[src/rtl/mem_port_arbiter_pkg.sv]
// Shared types and constants for the unified memory port arbiter.
// Imported by the arbiter top and its timeout counter.
package mem_port_arbiter_pkg;

   typedef enum logic [1:0] {
      ARB_IDLE = 2'd0,
      ARB_BUSY = 2'd1,
      ARB_RESP = 2'd2
   } arb_state_e;

   localparam logic OWNER_IF = 1'b0;
   localparam logic OWNER_LS = 1'b1;

   // Bits needed to hold 0..max_val, never less than one.
   function automatic int cnt_width(input int max_val);
      if (max_val < 2) begin
         return 1;
      end else begin
         return $clog2(max_val + 1);
      end
   endfunction

endpackage

[src/rtl/mem_arb_timer.sv]
// Bus-timeout counter: counts BUSY cycles since the last grant.
// expired flags the final allowed cycle; it is constant 0 when TIMEOUT is 0.
module mem_arb_timer
   import mem_port_arbiter_pkg::*;
#(
   parameter int TIMEOUT = 255
) (
   input  logic clk,
   input  logic rst,
   input  logic clear,
   input  logic enable,
   output logic expired
);

   localparam int             TW       = cnt_width(TIMEOUT);
   localparam bit             TIMER_ON = (TIMEOUT != 0);
   localparam logic [TW-1:0]  LAST_CNT = (TIMEOUT == 0) ? {TW{1'b0}} : TW'(TIMEOUT - 1);

   logic [TW-1:0] tcnt_q;
   logic [TW-1:0] tcnt_d;

   // Next count: clear wins over enable; the counter is frozen when timeouts are off.
   always_comb begin
      tcnt_d = tcnt_q;
      if (clear) begin
         tcnt_d = {TW{1'b0}};
      end else if (enable && TIMER_ON) begin
         tcnt_d = tcnt_q + TW'(1);
      end else begin
         tcnt_d = tcnt_q;
      end
   end

   // Count register.
   always_ff @(posedge clk) begin
      if (rst) begin
         tcnt_q <= {TW{1'b0}};
      end else begin
         tcnt_q <= tcnt_d;
      end
   end

   assign expired = TIMER_ON && (tcnt_q == LAST_CNT);

endmodule

[src/rtl/mem_port_arbiter.sv]
// Shares one memory port between instruction fetch and the load/store unit.
// Load/store has priority, bounded by a streak limit so fetch cannot starve.
module mem_port_arbiter
   import mem_port_arbiter_pkg::*;
#(
   parameter int ADDR_W        = 32,
   parameter int DATA_W        = 32,
   parameter int MAX_LS_STREAK = 4,
   parameter int TIMEOUT       = 255
) (
   input  logic                clk,
   input  logic                rst,
   input  logic                if_req,
   input  logic [ADDR_W-1:0]   if_addr,
   output logic                if_ack,
   output logic [DATA_W-1:0]   if_rdata,
   output logic                if_err,
   input  logic                ls_req,
   input  logic                ls_we,
   input  logic [ADDR_W-1:0]   ls_addr,
   input  logic [DATA_W-1:0]   ls_wdata,
   input  logic [DATA_W/8-1:0] ls_wstrb,
   output logic                ls_ack,
   output logic [DATA_W-1:0]   ls_rdata,
   output logic                ls_err,
   output logic                mem_req,
   output logic                mem_we,
   output logic [ADDR_W-1:0]   mem_addr,
   output logic [DATA_W-1:0]   mem_wdata,
   output logic [DATA_W/8-1:0] mem_wstrb,
   input  logic                mem_ack,
   input  logic [DATA_W-1:0]   mem_rdata,
   output logic                owner
);

   localparam int            SW         = cnt_width(MAX_LS_STREAK);
   localparam int            STRB_W     = DATA_W / 8;
   localparam logic [SW-1:0] STREAK_MAX = SW'(MAX_LS_STREAK);

   arb_state_e          state_q, state_d;
   logic                mem_req_q, mem_req_d;
   logic                mem_we_q, mem_we_d;
   logic [ADDR_W-1:0]   mem_addr_q, mem_addr_d;
   logic [DATA_W-1:0]   mem_wdata_q, mem_wdata_d;
   logic [STRB_W-1:0]   mem_wstrb_q, mem_wstrb_d;
   logic                owner_q, owner_d;
   logic [SW-1:0]       streak_q, streak_d;
   logic                if_ack_q, if_ack_d;
   logic [DATA_W-1:0]   if_rdata_q, if_rdata_d;
   logic                if_err_q, if_err_d;
   logic                ls_ack_q, ls_ack_d;
   logic [DATA_W-1:0]   ls_rdata_q, ls_rdata_d;
   logic                ls_err_q, ls_err_d;

   logic                grant_s;
   logic                ls_win_s;
   logic                expired_s;
   logic                resp_s;
   logic                resp_err_s;
   logic [DATA_W-1:0]   resp_data_s;

   assign ls_win_s = ls_req && !(if_req && (streak_q == STREAK_MAX));

   mem_arb_timer #(
      .TIMEOUT (TIMEOUT)
   ) u_timer (
      .clk     (clk),
      .rst     (rst),
      .clear   (grant_s),
      .enable  (state_q == ARB_BUSY),
      .expired (expired_s)
   );

   // Next-state, grant and response logic.
   always_comb begin
      state_d     = state_q;
      mem_req_d   = mem_req_q;
      mem_we_d    = mem_we_q;
      mem_addr_d  = mem_addr_q;
      mem_wdata_d = mem_wdata_q;
      mem_wstrb_d = mem_wstrb_q;
      owner_d     = owner_q;
      streak_d    = streak_q;
      if_ack_d    = 1'b0;
      if_rdata_d  = {DATA_W{1'b0}};
      if_err_d    = 1'b0;
      ls_ack_d    = 1'b0;
      ls_rdata_d  = {DATA_W{1'b0}};
      ls_err_d    = 1'b0;
      grant_s     = 1'b0;
      resp_s      = 1'b0;
      resp_err_s  = 1'b0;
      resp_data_s = {DATA_W{1'b0}};

      case (state_q)
         ARB_IDLE: begin
            if (ls_req || if_req) begin
               grant_s   = 1'b1;
               mem_req_d = 1'b1;
               state_d   = ARB_BUSY;
               if (ls_win_s) begin
                  owner_d     = OWNER_LS;
                  mem_we_d    = ls_we;
                  mem_addr_d  = ls_addr;
                  mem_wdata_d = ls_wdata;
                  mem_wstrb_d = ls_wstrb;
                  // Streak only grows while fetch is actually being held off.
                  if (!if_req) begin
                     streak_d = {SW{1'b0}};
                  end else if (streak_q == STREAK_MAX) begin
                     streak_d = streak_q;
                  end else begin
                     streak_d = streak_q + SW'(1);
                  end
               end else begin
                  owner_d     = OWNER_IF;
                  mem_we_d    = 1'b0;
                  mem_addr_d  = if_addr;
                  mem_wdata_d = {DATA_W{1'b0}};
                  mem_wstrb_d = {STRB_W{1'b0}};
                  streak_d    = {SW{1'b0}};
               end
            end else begin
               state_d = ARB_IDLE;
            end
         end
         ARB_BUSY: begin
            if (mem_ack) begin
               mem_req_d   = 1'b0;
               state_d     = ARB_RESP;
               resp_s      = 1'b1;
               resp_data_s = mem_we_q ? {DATA_W{1'b0}} : mem_rdata;
            end else if (expired_s) begin
               mem_req_d  = 1'b0;
               state_d    = ARB_RESP;
               resp_s     = 1'b1;
               resp_err_s = 1'b1;
            end else begin
               state_d = ARB_BUSY;
            end
         end
         ARB_RESP: begin
            state_d = ARB_IDLE;
         end
         default: begin
            state_d   = ARB_IDLE;
            mem_req_d = 1'b0;
         end
      endcase

      // The completion is routed only to the owner; the other port stays quiet.
      if (resp_s) begin
         if (owner_q == OWNER_LS) begin
            ls_ack_d   = 1'b1;
            ls_rdata_d = resp_data_s;
            ls_err_d   = resp_err_s;
         end else begin
            if_ack_d   = 1'b1;
            if_rdata_d = resp_data_s;
            if_err_d   = resp_err_s;
         end
      end else begin
         if_ack_d = 1'b0;
         ls_ack_d = 1'b0;
      end
   end

   // State, datapath and output registers.
   always_ff @(posedge clk) begin
      if (rst) begin
         state_q     <= ARB_IDLE;
         mem_req_q   <= 1'b0;
         mem_we_q    <= 1'b0;
         mem_addr_q  <= {ADDR_W{1'b0}};
         mem_wdata_q <= {DATA_W{1'b0}};
         mem_wstrb_q <= {STRB_W{1'b0}};
         owner_q     <= OWNER_IF;
         streak_q    <= {SW{1'b0}};
         if_ack_q    <= 1'b0;
         if_rdata_q  <= {DATA_W{1'b0}};
         if_err_q    <= 1'b0;
         ls_ack_q    <= 1'b0;
         ls_rdata_q  <= {DATA_W{1'b0}};
         ls_err_q    <= 1'b0;
      end else begin
         state_q     <= state_d;
         mem_req_q   <= mem_req_d;
         mem_we_q    <= mem_we_d;
         mem_addr_q  <= mem_addr_d;
         mem_wdata_q <= mem_wdata_d;
         mem_wstrb_q <= mem_wstrb_d;
         owner_q     <= owner_d;
         streak_q    <= streak_d;
         if_ack_q    <= if_ack_d;
         if_rdata_q  <= if_rdata_d;
         if_err_q    <= if_err_d;
         ls_ack_q    <= ls_ack_d;
         ls_rdata_q  <= ls_rdata_d;
         ls_err_q    <= ls_err_d;
      end
   end

   assign mem_req   = mem_req_q;
   assign mem_we    = mem_we_q;
   assign mem_addr  = mem_addr_q;
   assign mem_wdata = mem_wdata_q;
   assign mem_wstrb = mem_wstrb_q;
   assign owner     = owner_q;
   assign if_ack    = if_ack_q;
   assign if_rdata  = if_rdata_q;
   assign if_err    = if_err_q;
   assign ls_ack    = ls_ack_q;
   assign ls_rdata  = ls_rdata_q;
   assign ls_err    = ls_err_q;

endmodule

[config.mk]
export PLATFORM = sky130hd
export DESIGN_NAME = mem_port_arbiter
export DESIGN_NICKNAME = d
export VERILOG_FILES = /design/src/rtl/mem_port_arbiter_pkg.sv /design/src/rtl/mem_arb_timer.sv /design/src/rtl/mem_port_arbiter.sv
export SDC_FILE = /design/constraint.sdc
export NUM_CORES = 1
export LEC_CHECK = 0
export CAP_MARGIN = 25
export CORE_AREA = 2 2 156 158
export CTS_CLUSTER_SIZE = 12
export DETAILED_ROUTE_END_ITERATION = 12
export DIE_AREA = 0 0 158 160
export SLEW_MARGIN = 25
export SYNTH_ARGS = -nofsm -noshare
export SYNTH_HDL_FRONTEND = slang
export SYNTH_SLANG_ARGS = --single-unit
[constraint.sdc]
create_clock -name clk -period 2 [get_ports clk]
set_input_delay 0.2 -clock clk [delete_from_list [all_inputs] [get_ports clk]]
set_output_delay 0.2 -clock clk [all_outputs]
set_load 0.05 [all_outputs]
==> results by group, run 1 <==
Status
  – Outcome: completed

Power and ir drop
  – Pint: 5.74 mW
  – Final Power: 8.18 mW
  – Combinational share of power: 20.5%
  – Pwr/cell area: 864 mW/mm2
  – Sequential share of power: 39.9%
  – Max rail drop VDD: 0.000358 V
  – Sw Share: 29.8%
  – P_sw: 2.44 mW
  – Static leakage: 3.24 nW
  – Clock network fraction of total power: 39.6%

Critical path
  – CP max-delay cell: clkdlybuf4s50_1
  – CP endpoint kind: primary output
  – Startpoint Class: register
  – CP required: 1800 ps
  – Slowest cell delay on critical path: 850 ps
  – Crit-path cells: clkdlybuf4s50_1
  – CP arrival: 1680 ps
  – CP top delay family: buffers and inverters
  – WS Path Type: reg -> out
  – CP bufs+invs: 1
  – Max FO, Critical Path: 3

Drt
  – DR iter-0 viols: 186
  – Via-to-Cell Ratio: 4.42
  – Antenna-violating nets left: 0
  – Vias: 5017
  – Remaining DRCs: 0
  – Routed wire length: 17.3 mm
  – WL/cell: 15.2 um
  – Router iterations before antenna repair: 4

Global route
  – Remaining global-route overflow: 0
  – Busiest grt layer: met2
  – GR Util met2: 21.1%
  – Largest net degree at the start of global routing: 68
  – Met1 global-route usage: 15.9%
  – Total track usage: 13.1%
  – Initial antenna violation count: 1
  – GR Layer Usage met3: 5.59%
  – First-pass GRT wire length: 26.0 mm
  – Vias in the first global route: 4859

Clock network
  – CTS sink cnt: 152
  – H-tree depth: 4
  – # Post-CTS Setup Buffers: 0
  – CTS resizes: 0
  – Reg clk slew, reported paths: 70 ps
  – CTS tree: done
  – CTS Hold Bufs: 0
  – TritonCTS Buffers: 17
  – Clock latency on the worst-skew pair: 420 ps
  – CTS max path bufs: 2
  – Root buffer cell: clkbuf_16

Synth
  – Post-synthesis sequential element count: 152
  – Most common cell in the synthesized netlist: dfxtp_1
  – Syn Std Cell Area: 0.00578 mm2
  – Area leader, netlist: dfxtp_1
  – Synth top area share: 52.7%
  – YS warnings: 0
  – Syn Area/Cell: 10.7 um2
  – Largest cells by area after synthesis: dfxtp_1 53%, o221ai_2 7.8%, a22o_1 5.6%
  – Post-synth top cells: 152 x dfxtp_1, 38 x inv_1, 37 x a22o_1
  – Mapped Cells: 541
  – Async SR Flop Fraction: 0%
  – Synthesized Nets: 683
  – Ys flop type: dfxtp_1
  – Count of unique library cells instantiated by Yosys: 46
  – Number of enable flip-flop cells after synthesis: 0
  – Seq/Total Area, Yosys: 52.7%

Cells and area
  – Nets: 941
  – Fill cells: 2383
  – Finished Core Util: 39.7%
  – Layout cell share with drive strength beyond 1: 14.9%
  – Design area: 0.00947 mm2
  – Layout area overhead: 63.9%

STA
  – Tmin final: 1880 ps
  – Pin slew with the least headroom to its limit: 590 ps
  – Pins over their slew limit: 0
  – Final setup fails: 0
  – Final WS setup: 123 ps
  – Slew margin rel.: 60.5%
  – Worst clock skew: 12.3 ps
  – Max Clock Freq: 533 MHz
  – Fin crit share: 93.9%
  – Setup TNS Final: 0 ps
  – RSZ-0062 raised after global routing: false
  – Final Hold Fails: 0

Placement
  – IO Port Bufs: 276
  – Pre-CTS setup slack: 169 ps
  – Post-DP HPWL: 12.0 mm
  – Global placer's final weighted congestion: 0.709
  – Post-Place Cell Area: 0.00887 mm2

Min path
  – Worst Hold Class: in -> reg

Floorplanning
  – DIE WIDTH: 158 um
  – # rows: 57
  – DIE AREA: 0.0253 mm2
  – Core Box Area: 0.0238 mm2
  – I/O pins: 277
  – Die height: 160 um
  – Initial core utilization: 24.3%

Job
  – MaxCap Viol Count: 0
-- state kept, by name, summed over array words and instances, names as in the netlist --
signal / count
if_rdata: 32
ls_rdata: 32
mem_addr: 32
mem_wdata: 32
u_timer.tcnt_q: 8
mem_wstrb: 4
streak_q: 3
state_q: 2
if_ack: 1
if_err: 1
ls_ack: 1
ls_err: 1
mem_req: 1
mem_we: 1
owner: 1
-- cell families (layout without fill, tap and decap cells) --
group	Yosys count	in the layout	synth area share (%)
buffers and inverters	93	363	8.64
AO/OA/AOI/OAI	92	92	16.5
adder cells (fa/ha/maj)	4	4	0.866
other	0	1	0
XOR/XNOR	2	2	0.303
AND/OR/NAND/NOR	198	198	21.0
flip-flops	152	152	52.7
-- per-layer routing --
metal  routed length, um  part of all wire, %  vias to the layer above
met5                   0                    0                        -
met4                 188                  1.1                        0
met3                1750                   10                       14
met2                7750                   45                      198
met1                7610                   44                     2322
li1                    -                    -                     2483
-- final timing paths --
check	from	to	slack [ps]	depth (start not counted)
setup / recovery	mem_we	mem_we	120	1
hold / removal	mem_rdata[7]	if_rdata[7]	350	3
setup reg to reg	streak_q[0]	mem_addr[1]	330	7
hold reg to reg	mem_wstrb[3]	mem_wstrb[3]	470	1
-- power by group through the flow --
stage | sequential [mW] | clock, mW | combinational [mW]
4_1_cts | 3.26 | 3.35 | 1.70
5_1_grt | 3.28 | 3.48 | 1.77
3_3_place_gp | 3.33 | 0 | 1.69
2_1_floorplan | 3.79 | 0 | 0.544
3_5_place_dp | 3.33 | 0 | 1.69
6_report | 3.26 | 3.24 | 1.68
-- stage by stage --
stage,instances,hold WS (ps)
final,1136,348
after floorplan,541,278
after global placement,1104,457
after global routing,1135,322
after CTS,1135,324
after detailed placement,1104,453
-- cell type report --
type	instances	area, um2	share of cell area, %
inverter	38	143	1.51
clock inverter	14	165	1.74
multi-input combinational	296	2270	24.0
timing repair buffer	294	3010	31.8
sequential	152	3040	32.1
tap	324	405	4.28
antenna	1	2.50	0.0264
clock buffer	17	425	4.49
-- cell usage in the layout, fill, tap and decap left out, types with 2 or more instances in the layout --
| cell | count |
|---|---|
| nor3_1 | 35 |
| o221ai_2 | 30 |
| buf_4 | 9 |
| a31oi_1 | 2 |
| nor3_2 | 30 |
| clkinvlp_4 | 4 |
| o221ai_1 | 2 |
| bufinv_16 | 2 |
| inv_6 | 4 |
| clkdlybuf4s50_1 | 276 |
| clkbuf_16 | 17 |
| clkinv_4 | 2 |
| a22o_1 | 37 |
| ha_1 | 4 |
| buf_12 | 9 |
| inv_1 | 38 |
| nand2_1 | 35 |
| dfxtp_1 | 152 |
| nand3_1 | 35 |
| or4_1 | 3 |
| nand4_1 | 33 |
| inv_8 | 2 |
| nor2_1 | 9 |
| a21oi_1 | 6 |
| o21ai_0 | 2 |
| o31ai_1 | 4 |
Note: power is estimated with default switching activity, not from simulation.
==> inputs of run 2 (changes only) <==
--- a/config.mk
+++ b/config.mk
@@ -10,6 +10,7 @@
 export CTS_CLUSTER_SIZE = 12
 export DETAILED_ROUTE_END_ITERATION = 12
 export DIE_AREA = 0 0 158 160
+export GPL_TIMING_DRIVEN = 0
 export SLEW_MARGIN = 25
 export SYNTH_ARGS = -nofsm -noshare
 export SYNTH_HDL_FRONTEND = slang
==> results by group, run 2 (synthesis gave the netlist of run 1 again) <==
Status
  – Outcome: completed (unchanged)

Critical path
  – CP top delay family: buffers and inverters (unchanged)
  – CP endpoint kind: primary output (unchanged)
  – CP required: 1800 ps (about the same)
  – Slowest cell delay on critical path: 870 ps (was 850 ps)
  – Flop-to-flop setup slack: 240 ps (was 330 ps)
  – Worst reg2reg path startpoint: streak_q[0] (unchanged)
  – Crit-path cells: clkdlybuf4s50_1 (unchanged)
  – WS Path Type: reg -> out (unchanged)
  – Startpoint Class: register (unchanged)
  – CP arrival: 1720 ps (was 1680 ps)
  – Max FO, Critical Path: 6 (was 3)
  – Cells on worst reg2reg path: 7 (unchanged)
  – CP bufs+invs: 1 (unchanged)
  – CP max-delay cell: clkdlybuf4s50_1 (unchanged)
  – Reg2Reg Capture Point: mem_wdata[25] (was mem_addr[1])

Floorplanning
  – DIE WIDTH: 158 um (unchanged)
  – # rows: 57 (unchanged)
  – I/O pins: 277 (unchanged)
  – DIE AREA: 0.0253 mm2 (unchanged)
  – Die height: 160 um (unchanged)
  – Core Box Area: 0.0238 mm2 (unchanged)
  – Initial core utilization: 24.3% (unchanged)

Drt
  – Routed wire length: 18.6 mm (was 17.3 mm)
  – Router iterations before antenna repair: 4 (unchanged)
  – DR iter-0 viols: 216 (was 186)
  – Via-to-Cell Ratio: 4.44 (was 4.42)
  – Antenna-violating nets left: 0 (unchanged)
  – Remaining DRCs: 0 (unchanged)
  – WL/cell: 15.9 um (was 15.2 um)
  – Vias: 5195 (was 5017)

Clock network
  – Clock latency on the worst-skew pair: 420 ps (about the same)
  – # Post-CTS Setup Buffers: 0 (unchanged)
  – CTS max path bufs: 2 (unchanged)
  – Reg clk slew, reported paths: 70 ps (about the same)
  – CTS sink cnt: 152 (unchanged)
  – H-tree depth: 4 (unchanged)
  – CTS Hold Bufs: 0 (unchanged)
  – CTS tree: done (unchanged)
  – CTS resizes: 0 (unchanged)
  – TritonCTS Buffers: 17 (unchanged)
  – Root buffer cell: clkbuf_16 (unchanged)

Global route
  – First-pass GRT wire length: 27.6 mm (was 26.0 mm)
  – Initial antenna violation count: 1 (unchanged)
  – Vias in the first global route: 5109 (was 4859)
  – Total track usage: 14.2% (was 13.1%)
  – Remaining global-route overflow: 0 (unchanged)
  – Largest net degree at the start of global routing: 17 (was 68)

Power and ir drop
  – Static leakage: 3.31 nW (was 3.24 nW)
  – Pwr/cell area: 858 mW/mm2 (was 864 mW/mm2)
  – Final Power: 8.15 mW (was 8.18 mW)
  – Max rail drop VDD: 0.000458 V (was 0.000358 V)

Cells and area
  – # diodes: 0 (was 1)
  – Design area: 0.00950 mm2 (was 0.00947 mm2)
  – Finished Core Util: 39.9% (was 39.7%)
  – Nets: 977 (was 941)
  – Layout cell share with drive strength beyond 1: 16.6% (was 14.9%)
  – Layout area overhead: 64.5% (was 63.9%)
  – Commonest non-fill, non-tap cell in the layout: clkdlybuf4s50_1 (unchanged)
  – Fin cells: 1171 (was 1136)
  – Most frequent cells in the layout: 275 x clkdlybuf4s50_1, 152 x dfxtp_1, 38 x inv_1, 37 x a22o_1 (was 276 x clkdlybuf4s50_1, 152 x dfxtp_1, 38 x inv_1, 37 x a22o_1)

Placement
  – Post-Place Cells: 1140 (was 1104)
  – Pre-CTS setup slack: -39.9 ps (was 169 ps)
  – Post-DP HPWL: 14.0 mm (was 12.0 mm)
  – Global placer's final weighted congestion: 0.761 (was 0.709)
  – IO Port Bufs: 275 (was 276)
  – Post-Place Cell Area: 0.00893 mm2 (was 0.00887 mm2)

STA
  – Slew margin rel.: 61.1% (was 60.5%)
  – Max Clock Freq: 520 MHz (was 533 MHz)
  – Setup TNS Final: 0 ps (unchanged)
  – Pin slew with the least headroom to its limit: 581 ps (was 590 ps)
  – Fin Hold WS: 122 ps (was 348 ps)
  – RSZ-0062 raised after global routing: false (unchanged)
  – Fin crit share: 96.1% (was 93.9%)
  – Worst clock skew: 8.31 ps (was 12.3 ps)
  – Final setup fails: 0 (unchanged)
  – Final Hold Fails: 0 (unchanged)
  – Pins over their slew limit: 0 (unchanged)
  – Final WS setup: 77.6 ps (was 123 ps)
  – Tmin final: 1920 ps (was 1880 ps)

Min path
  – Worst hold endpoint: mem_req (was if_rdata[7])
  – Worst hold path cell count: 2 (was 3)
  – Worst hold start: rst (was mem_rdata[7])
  – Worst Hold Class: in -> reg (unchanged)

Job
  – MaxCap Viol Count: 0 (unchanged)
==> run 2: how the worst max path moves through the flow <==
stage | start | to | slack, ps | depth (start not counted)
2_1_floorplan | streak_q[0] | mem_wdata[21] | 500 | 7
5_1_grt | owner | owner | 0.5 | 1
3_3_place_gp | if_req | mem_wdata[31] | -70 | 7
6_report | owner | owner | 80 | 1
3_5_place_dp | if_req | mem_wdata[31] | -40 | 7
4_1_cts | owner | owner | 20 | 1
==> run 2: routing by layer <==
metal	vias up	routed length [um]	GRT usage [%]	share of wire, %
met4	2	214	3.81	1.2
met5	-	13	0	0.070
met1	2404	7500	15.7	40
met3	14	2030	6.57	11
li1	2554	-	-	-
met2	221	8820	24.3	47
==> run 2: where the power goes <==
group / switching [mW] / internal [mW] / total, mW
Clock: 1.44 / 1.75 / 3.18
Sequential: 0.0824 / 3.17 / 3.26
Combinational: 1.01 / 0.704 / 1.71
==> run 2: layout make-up <==
cell class / count / area (um2)
plain buffers: 55 / 357
flip-flops and latches: 152 / 3040
fillers: 2393 / 14300
well taps: 324 / 405
clock buffers: 17 / 425
multi-input cells: 296 / 2230
inverters: 38 / 143
repair buffers: 275 / 2750
clock inverters: 14 / 141
==> inputs of run 3 (changes only) <==
--- a/config.mk
+++ b/config.mk
@@ -10,6 +10,7 @@
 export CTS_CLUSTER_SIZE = 12
 export DETAILED_ROUTE_END_ITERATION = 12
 export DIE_AREA = 0 0 158 160
+export GPL_ROUTABILITY_DRIVEN = 0
 export GPL_TIMING_DRIVEN = 0
 export SLEW_MARGIN = 25
 export SYNTH_ARGS = -nofsm -noshare
==> results of run 3 <==
No change in the layout: final DEF, timing and power equal those of run 2.
